--- config.mk ---
export PLATFORM = sky130hd
export DESIGN_NAME = ingress_fifo
export DESIGN_NICKNAME = d
export VERILOG_FILES = /design/src/rtl/packet_pkg.sv /design/src/rtl/ingress_fifo_ring_ptr.sv /design/src/rtl/ingress_fifo.sv
export SDC_FILE = /design/constraint.sdc
export NUM_CORES = 1
export LEC_CHECK = 0
export ABC_AREA = 1
export CELL_PAD_IN_SITES_DETAIL_PLACEMENT = 1
export CELL_PAD_IN_SITES_GLOBAL_PLACEMENT = 1
export CORE_MARGIN = 2
export CORE_UTILIZATION = 46
export CTS_BUF_LIST = sky130_fd_sc_hd__clkbuf_8
export DETAILED_ROUTE_END_ITERATION = 8
export PLACE_DENSITY_LB_ADDON = 0.12
export SYNTH_ARGS = -nofsm -noshare
export SYNTH_HDL_FRONTEND = slang
export SYNTH_SLANG_ARGS = --single-unit
--- constraint.sdc ---
create_clock -name clk -period 3 [get_ports clk]
set_input_delay 0.75 -clock clk [delete_from_list [all_inputs] [get_ports clk]]
set_output_delay 0.75 -clock clk [all_outputs]
set_load 0.05 [all_outputs]
--- src/rtl/packet_pkg.sv ---
//------------------------------------------------------------------------------
// packet_pkg
// Shared packet geometry for the switch ingress path.
// Revision: 1.0
//------------------------------------------------------------------------------
`default_nettype none

package packet_pkg;
  localparam int PACKET_WIDTH = 16;
  localparam int DEPTH        = 8;
  localparam int HDR_W        = 8;
endpackage

`default_nettype wire

--- src/rtl/ingress_fifo_ring_ptr.sv ---
//------------------------------------------------------------------------------
// ring_ptr
// Modulo-DEPTH pointer with increment and synchronous clear.
// Revision: 1.0
//------------------------------------------------------------------------------
`default_nettype none

module ring_ptr
  import packet_pkg::*;
#(
  parameter  int DEPTH = 8,
  localparam int PTR_W = $clog2(DEPTH)
) (
  input  logic             clk,
  input  logic             rst,
  input  logic             inc,
  input  logic             clr,
  output logic [PTR_W-1:0] ptr
);

  localparam logic [PTR_W-1:0] LAST = PTR_W'(DEPTH - 1);

  logic [PTR_W-1:0] ptr_d;
  logic [PTR_W-1:0] ptr_q;

  // Explicit wrap so non-power-of-two depths stay in range.
  always_comb begin
    ptr_d = ptr_q;
    if (clr) begin
      ptr_d = '0;
    end else if (inc) begin
      ptr_d = (ptr_q == LAST) ? '0 : ptr_q + 1'b1;
    end
  end

  always_ff @(posedge clk) begin
    if (rst) begin
      ptr_q <= '0;
    end else begin
      ptr_q <= ptr_d;
    end
  end

  assign ptr = ptr_q;

endmodule

`default_nettype wire

--- src/rtl/ingress_fifo.sv ---
//------------------------------------------------------------------------------
// ingress_fifo
// Per-port input queue with FWFT/registered read, thresholds and drop counter.
// Revision: 1.0
//------------------------------------------------------------------------------
`default_nettype none

module ingress_fifo
  import packet_pkg::*;
#(
  parameter  int DATA_W    = PACKET_WIDTH,
  parameter  int DEPTH     = packet_pkg::DEPTH,
  parameter  int HDR_W     = packet_pkg::HDR_W,
  parameter  bit FWFT      = 1'b0,
  parameter  int AFULL_TH  = DEPTH - 1,
  parameter  int AEMPTY_TH = 1,
  localparam int CNT_W     = $clog2(DEPTH + 1)
) (
  input  logic              clk,
  input  logic              rst,
  input  logic              flush,
  input  logic [DATA_W-1:0] data_in,
  input  logic              wr_en,
  output logic              fifo_full,
  output logic              almost_full,
  input  logic              rd_en,
  output logic [DATA_W-1:0] data_out,
  output logic              data_valid,
  output logic              fifo_empty,
  output logic              almost_empty,
  output logic [HDR_W-1:0]  header_out,
  output logic              header_valid,
  output logic [CNT_W-1:0]  count,
  output logic              overflow,
  output logic              underflow,
  output logic [15:0]       drop_cnt
);

  localparam int               PTR_W    = $clog2(DEPTH);
  localparam logic [CNT_W-1:0] DEPTH_C  = CNT_W'(DEPTH);
  localparam logic [CNT_W-1:0] AFULL_C  = CNT_W'(AFULL_TH);
  localparam logic [CNT_W-1:0] AEMPTY_C = CNT_W'(AEMPTY_TH);

  if (DEPTH < 2 || HDR_W > DATA_W || AEMPTY_TH < 1 ||
      AEMPTY_TH >= AFULL_TH || AFULL_TH > DEPTH) begin : g_param_check
    $error("ingress_fifo: illegal DEPTH/HDR_W/threshold parameters");
  end

  logic [DATA_W-1:0] mem_q [DEPTH];
  logic [PTR_W-1:0]  wr_ptr;
  logic [PTR_W-1:0]  rd_ptr;
  logic [CNT_W-1:0]  count_d,     count_q;
  logic              overflow_d,  overflow_q;
  logic              underflow_d, underflow_q;
  logic [15:0]       drop_cnt_d,  drop_cnt_q;
  logic              wr_acc;
  logic              rd_acc;

  // Gates use the registered flags, so a full FIFO rejects a same-cycle write.
  assign wr_acc = wr_en && !fifo_full  && !flush;
  assign rd_acc = rd_en && !fifo_empty && !flush;

  ring_ptr #(.DEPTH(DEPTH)) u_wr_ptr (
    .clk (clk),
    .rst (rst),
    .inc (wr_acc),
    .clr (flush),
    .ptr (wr_ptr)
  );

  ring_ptr #(.DEPTH(DEPTH)) u_rd_ptr (
    .clk (clk),
    .rst (rst),
    .inc (rd_acc),
    .clr (flush),
    .ptr (rd_ptr)
  );

  always_comb begin
    count_d     = count_q;
    overflow_d  = wr_en && fifo_full  && !flush;
    underflow_d = rd_en && fifo_empty && !flush;
    drop_cnt_d  = drop_cnt_q;
    if (flush) begin
      count_d = '0;
    end else if (wr_acc && !rd_acc) begin
      count_d = count_q + 1'b1;
    end else if (rd_acc && !wr_acc) begin
      count_d = count_q - 1'b1;
    end
    if (overflow_d && (drop_cnt_q != 16'hFFFF)) begin
      drop_cnt_d = drop_cnt_q + 16'd1;
    end
  end

  always_ff @(posedge clk) begin
    if (rst) begin
      count_q     <= '0;
      overflow_q  <= 1'b0;
      underflow_q <= 1'b0;
      drop_cnt_q  <= '0;
    end else begin
      count_q     <= count_d;
      overflow_q  <= overflow_d;
      underflow_q <= underflow_d;
      drop_cnt_q  <= drop_cnt_d;
    end
  end

  always_ff @(posedge clk) begin
    if (wr_acc) begin
      mem_q[wr_ptr] <= data_in;
    end
  end

  if (FWFT) begin : g_fwft
    assign data_out   = fifo_empty ? '0 : mem_q[rd_ptr];
    assign data_valid = !fifo_empty;
  end else begin : g_reg_read
    logic [DATA_W-1:0] data_out_d,   data_out_q;
    logic              data_valid_d, data_valid_q;

    always_comb begin
      data_out_d   = rd_acc ? mem_q[rd_ptr] : data_out_q;
      data_valid_d = rd_acc;
    end

    always_ff @(posedge clk) begin
      if (rst) begin
        data_out_q   <= '0;
        data_valid_q <= 1'b0;
      end else begin
        data_out_q   <= data_out_d;
        data_valid_q <= data_valid_d;
      end
    end

    assign data_out   = data_out_q;
    assign data_valid = data_valid_q;
  end

  assign fifo_full    = (count_q == DEPTH_C);
  assign almost_full  = (count_q >= AFULL_C);
  assign fifo_empty   = (count_q == '0);
  assign almost_empty = (count_q <= AEMPTY_C);
  assign header_out   = fifo_empty ? '0 : mem_q[rd_ptr][HDR_W-1:0];
  assign header_valid = !fifo_empty;
  assign count        = count_q;
  assign overflow     = overflow_q;
  assign underflow    = underflow_q;
  assign drop_cnt     = drop_cnt_q;

endmodule

`default_nettype wire

==> results by group <==
Status
  • Status: finished clean

Clock tree
  • Root Buffer: clkbuf_8
  • H-tree depth: 4
  • CTS Sinks: 176
  • Clock insertion delay at the later pin of the skew report: 0.46 ns
  • CTS buffer count: 17
  • Hold-fix buffers at CTS: 0
  • CTS tree: built
  • CTS clock-pin slew for the worst setup and hold paths: 0.09 ns
  • Clk buf depth: 2

Global route
  • Initial antenna violation count: 0
  • First-pass GRT wire length: 28.8 mm
  • Tot GR Track Use: 22.5%
  • Total grt overflow: 0
  • Vias in the first global route: 5652
  • Largest net degree at the start of global routing: 49

Power and ir drop
  • Switching share of total power: 23.4%
  • PD cells: 582 nW/um^2
  • Logic gate share of total power: 10.1%
  • P_int: 3960 uW
  • Sequential power share: 51.4%
  • Worst vdd ir: 0.000315 V
  • Sw Pwr: 1210 uW
  • Clock power frac: 38.5%
  • Leakage: 0.00321 uW

Placement
  • Detailed Place HPWL: 12.2 mm
  • Place WS: 0.323 ns
  • Routability congestion estimate: 0.780
  • Placed instance area: 8380 um^2
  • Dpl cells: 989
  • Port Buffer Count: 72

Floorplan
  • Initial Util: 46.7%
  • FP Rows: 46
  • Die area: 17000 um^2
  • Chip Width: 130 um
  • CORE AREA: 15700 um^2
  • Number of top-level pins: 73
  • Die span in y: 130 um

Layout
  • N_diodes: 0
  • Post-layout nets: 823
  • Synth-to-Final Area Change: 21.1%
  • Share of layout cells above drive strength 1: 11.6%
  • Finished Cell Area: 8880 um^2
  • Fill cell count: 1712
  • Final Non-Filler Cells: 1021

Synth
  • Syn avg cell area: 10.2 um^2
  • Synthesis warning total: 0
  • Post-synthesis cell count: 717
  • Ys flop type: edfxtp_1
  • Post-synth EDFFs: 128
  • FFs w/ async S/R, synth: 0%
  • Seq/Total Area, Yosys: 65.5%
  • Count of state elements after synthesis: 176
  • Synthesized cell area: 7330 um^2
  • Post-Syn Nets: 748
  • Yosys cell types: 31

Timing
  • Fmax: 0.348 GHz
  • Slew @ Worst Pin: 0.739 ns
  • Final Cycle Share: 95.7%
  • Max Slew Vio Count: 0
  • Post-layout worst setup margin: 0.129 ns
  • WHS: 0.477 ns
  • Tmin final: 2.87 ns
  • Clk_skew: 0.00844 ns
  • Worst slew margin: 50.6%
  • RSZ-0062 raised after global routing: yes
  • Final hold vios: 0
  • Setup violators final: 0

Worst setup path
  • Crit path capture type: output pin
  • Critical path type: reg2out
  • WP data required: 2.25 ns
  • Critical path data arrival time: 2.12 ns
  • Startpoint Class: register
  • Crit path max fanout: 16

Detailed routing
  • DR vias: 5307
  • WL/cell: 17.7 um
  • ANT nets after route: 0
  • DR DRC count: 0
  • 1st-iter DRT viols: 267
  • DRT Pass-1 Iters: 5
  • Vias per inst: 5.20
  • Final wirelength: 18.1 mm

Job
  • Max cap viols: 0

Hold path
  • Worst Hold Class: reg2reg
flip-flops by register name, summed over array words and instances (netlist names), named ones only:
signal,flops
count,4
overflow,1
underflow,1
u_rd_ptr.ptr,3
data_out,16
mem_q,128
u_wr_ptr.ptr,3
drop_cnt,16
data_valid,1
synth_stat cells, types with 8 or more instances:
cell | instances | area share [%]
a21oi_2 | 10 | 1.2
clkbuf_1 | 10 | 0.51
nand3_1 | 43 | 2.9
dfxtp_1 | 48 | 13
o211ai_1 | 8 | 0.82
edfxtp_1 | 128 | 52
nor2_1 | 118 | 6.0
o21ai_0 | 61 | 4.2
ha_1 | 10 | 1.7
inv_1 | 27 | 1.4
buf_2 | 9 | 0.61
nand2_1 | 170 | 8.7
a21oi_1 | 26 | 1.8
layout make-up:
type	count	area [um^2]	area share, %
tap	216	270	3.04
inverter	32	121	1.37
multi-input combinational	478	2270	25.5
clock inverter	15	264	2.97
clock buffer	17	234	2.63
sequential	176	4810	54.1
timing repair buffer	87	918	10.3
cell usage in the layout (no fill, tap or decap), drive strengths merged, types with 8 or more instances in the layout:
cell type,n
o211ai,8
o21ai,63
dfxtp,48
nand2,175
clkdlybuf4s50,59
nor2,124
edfxtp,128
a21oi,36
buf,23
ha,10
inv,32
nand3,44
clkbuf,18
layer usage:
metal / vias up / global-route usage, % / share of wire, %
met2: 117 / 38.4 / 50
met4: 0 / 6.33 / 0.85
li1: 2571 / - / -
met1: 2605 / 29.2 / 44
met5: - / 0 / 0
met3: 14 / 4.76 / 4.9
power by group through the flow:
stage	clock network, uW	registers [uW]	logic [uW]
after floorplan	0	2770	248
after global routing	2130	2660	562
final	1990	2660	522
after CTS	2030	2660	526
after detailed placement	0	2720	526
after global placement	0	2710	511
through the flow:
step           utilization (%)  total power, uW  TNS (ns)
2_1_floorplan                -             3010    -0.393
3_3_place_gp              53.3             3220         0
3_5_place_dp              53.3             3240         0
4_1_cts                   56.5             5220         0
5_1_grt                   56.5             5350   -0.0115
6_report                  56.5             5170         0
repair_timing:
item,4_1_cts,5_1_grt
setup buffers,0,0
setup endpoints to repair,4,10
endpoints found under the hold margin,0,0
gates resized for setup,4,5
path summary, 6_finish.rpt:
path	start	to	slack [ns]	cells past startpoint
hold / removal	data_out[15]	data_out[15]	0.48	2
hold reg to reg	data_out[15]	data_out[15]	0.48	2
setup reg to reg	count[0]	count[2]	0.62	11
setup / recovery	register	header_out[6]	0.13	7
worst max-delay path, stage by stage, from the launching register on:
cell and delay [ns]:
dfxtp_1 0.39, inv_1 0.29, nor2_1 0.22, o21ai_0 0.13
nand3_1 0.17, nand2_1 0.13, nor2_2 0.16, buf_12 0.15
cell families after synthesis:
family / Yosys count / share of synthesized area, %
AOI/OAI and AO/OA: 108 / 8.28
DFF: 176 / 65.5
buffers and inverters: 63 / 3.89
adders and majority gates: 10 / 1.71
xor gates and xnor gates: 8 / 0.956
and+or+nand+nor: 352 / 19.6
Power figures use the tool's default switching activity.
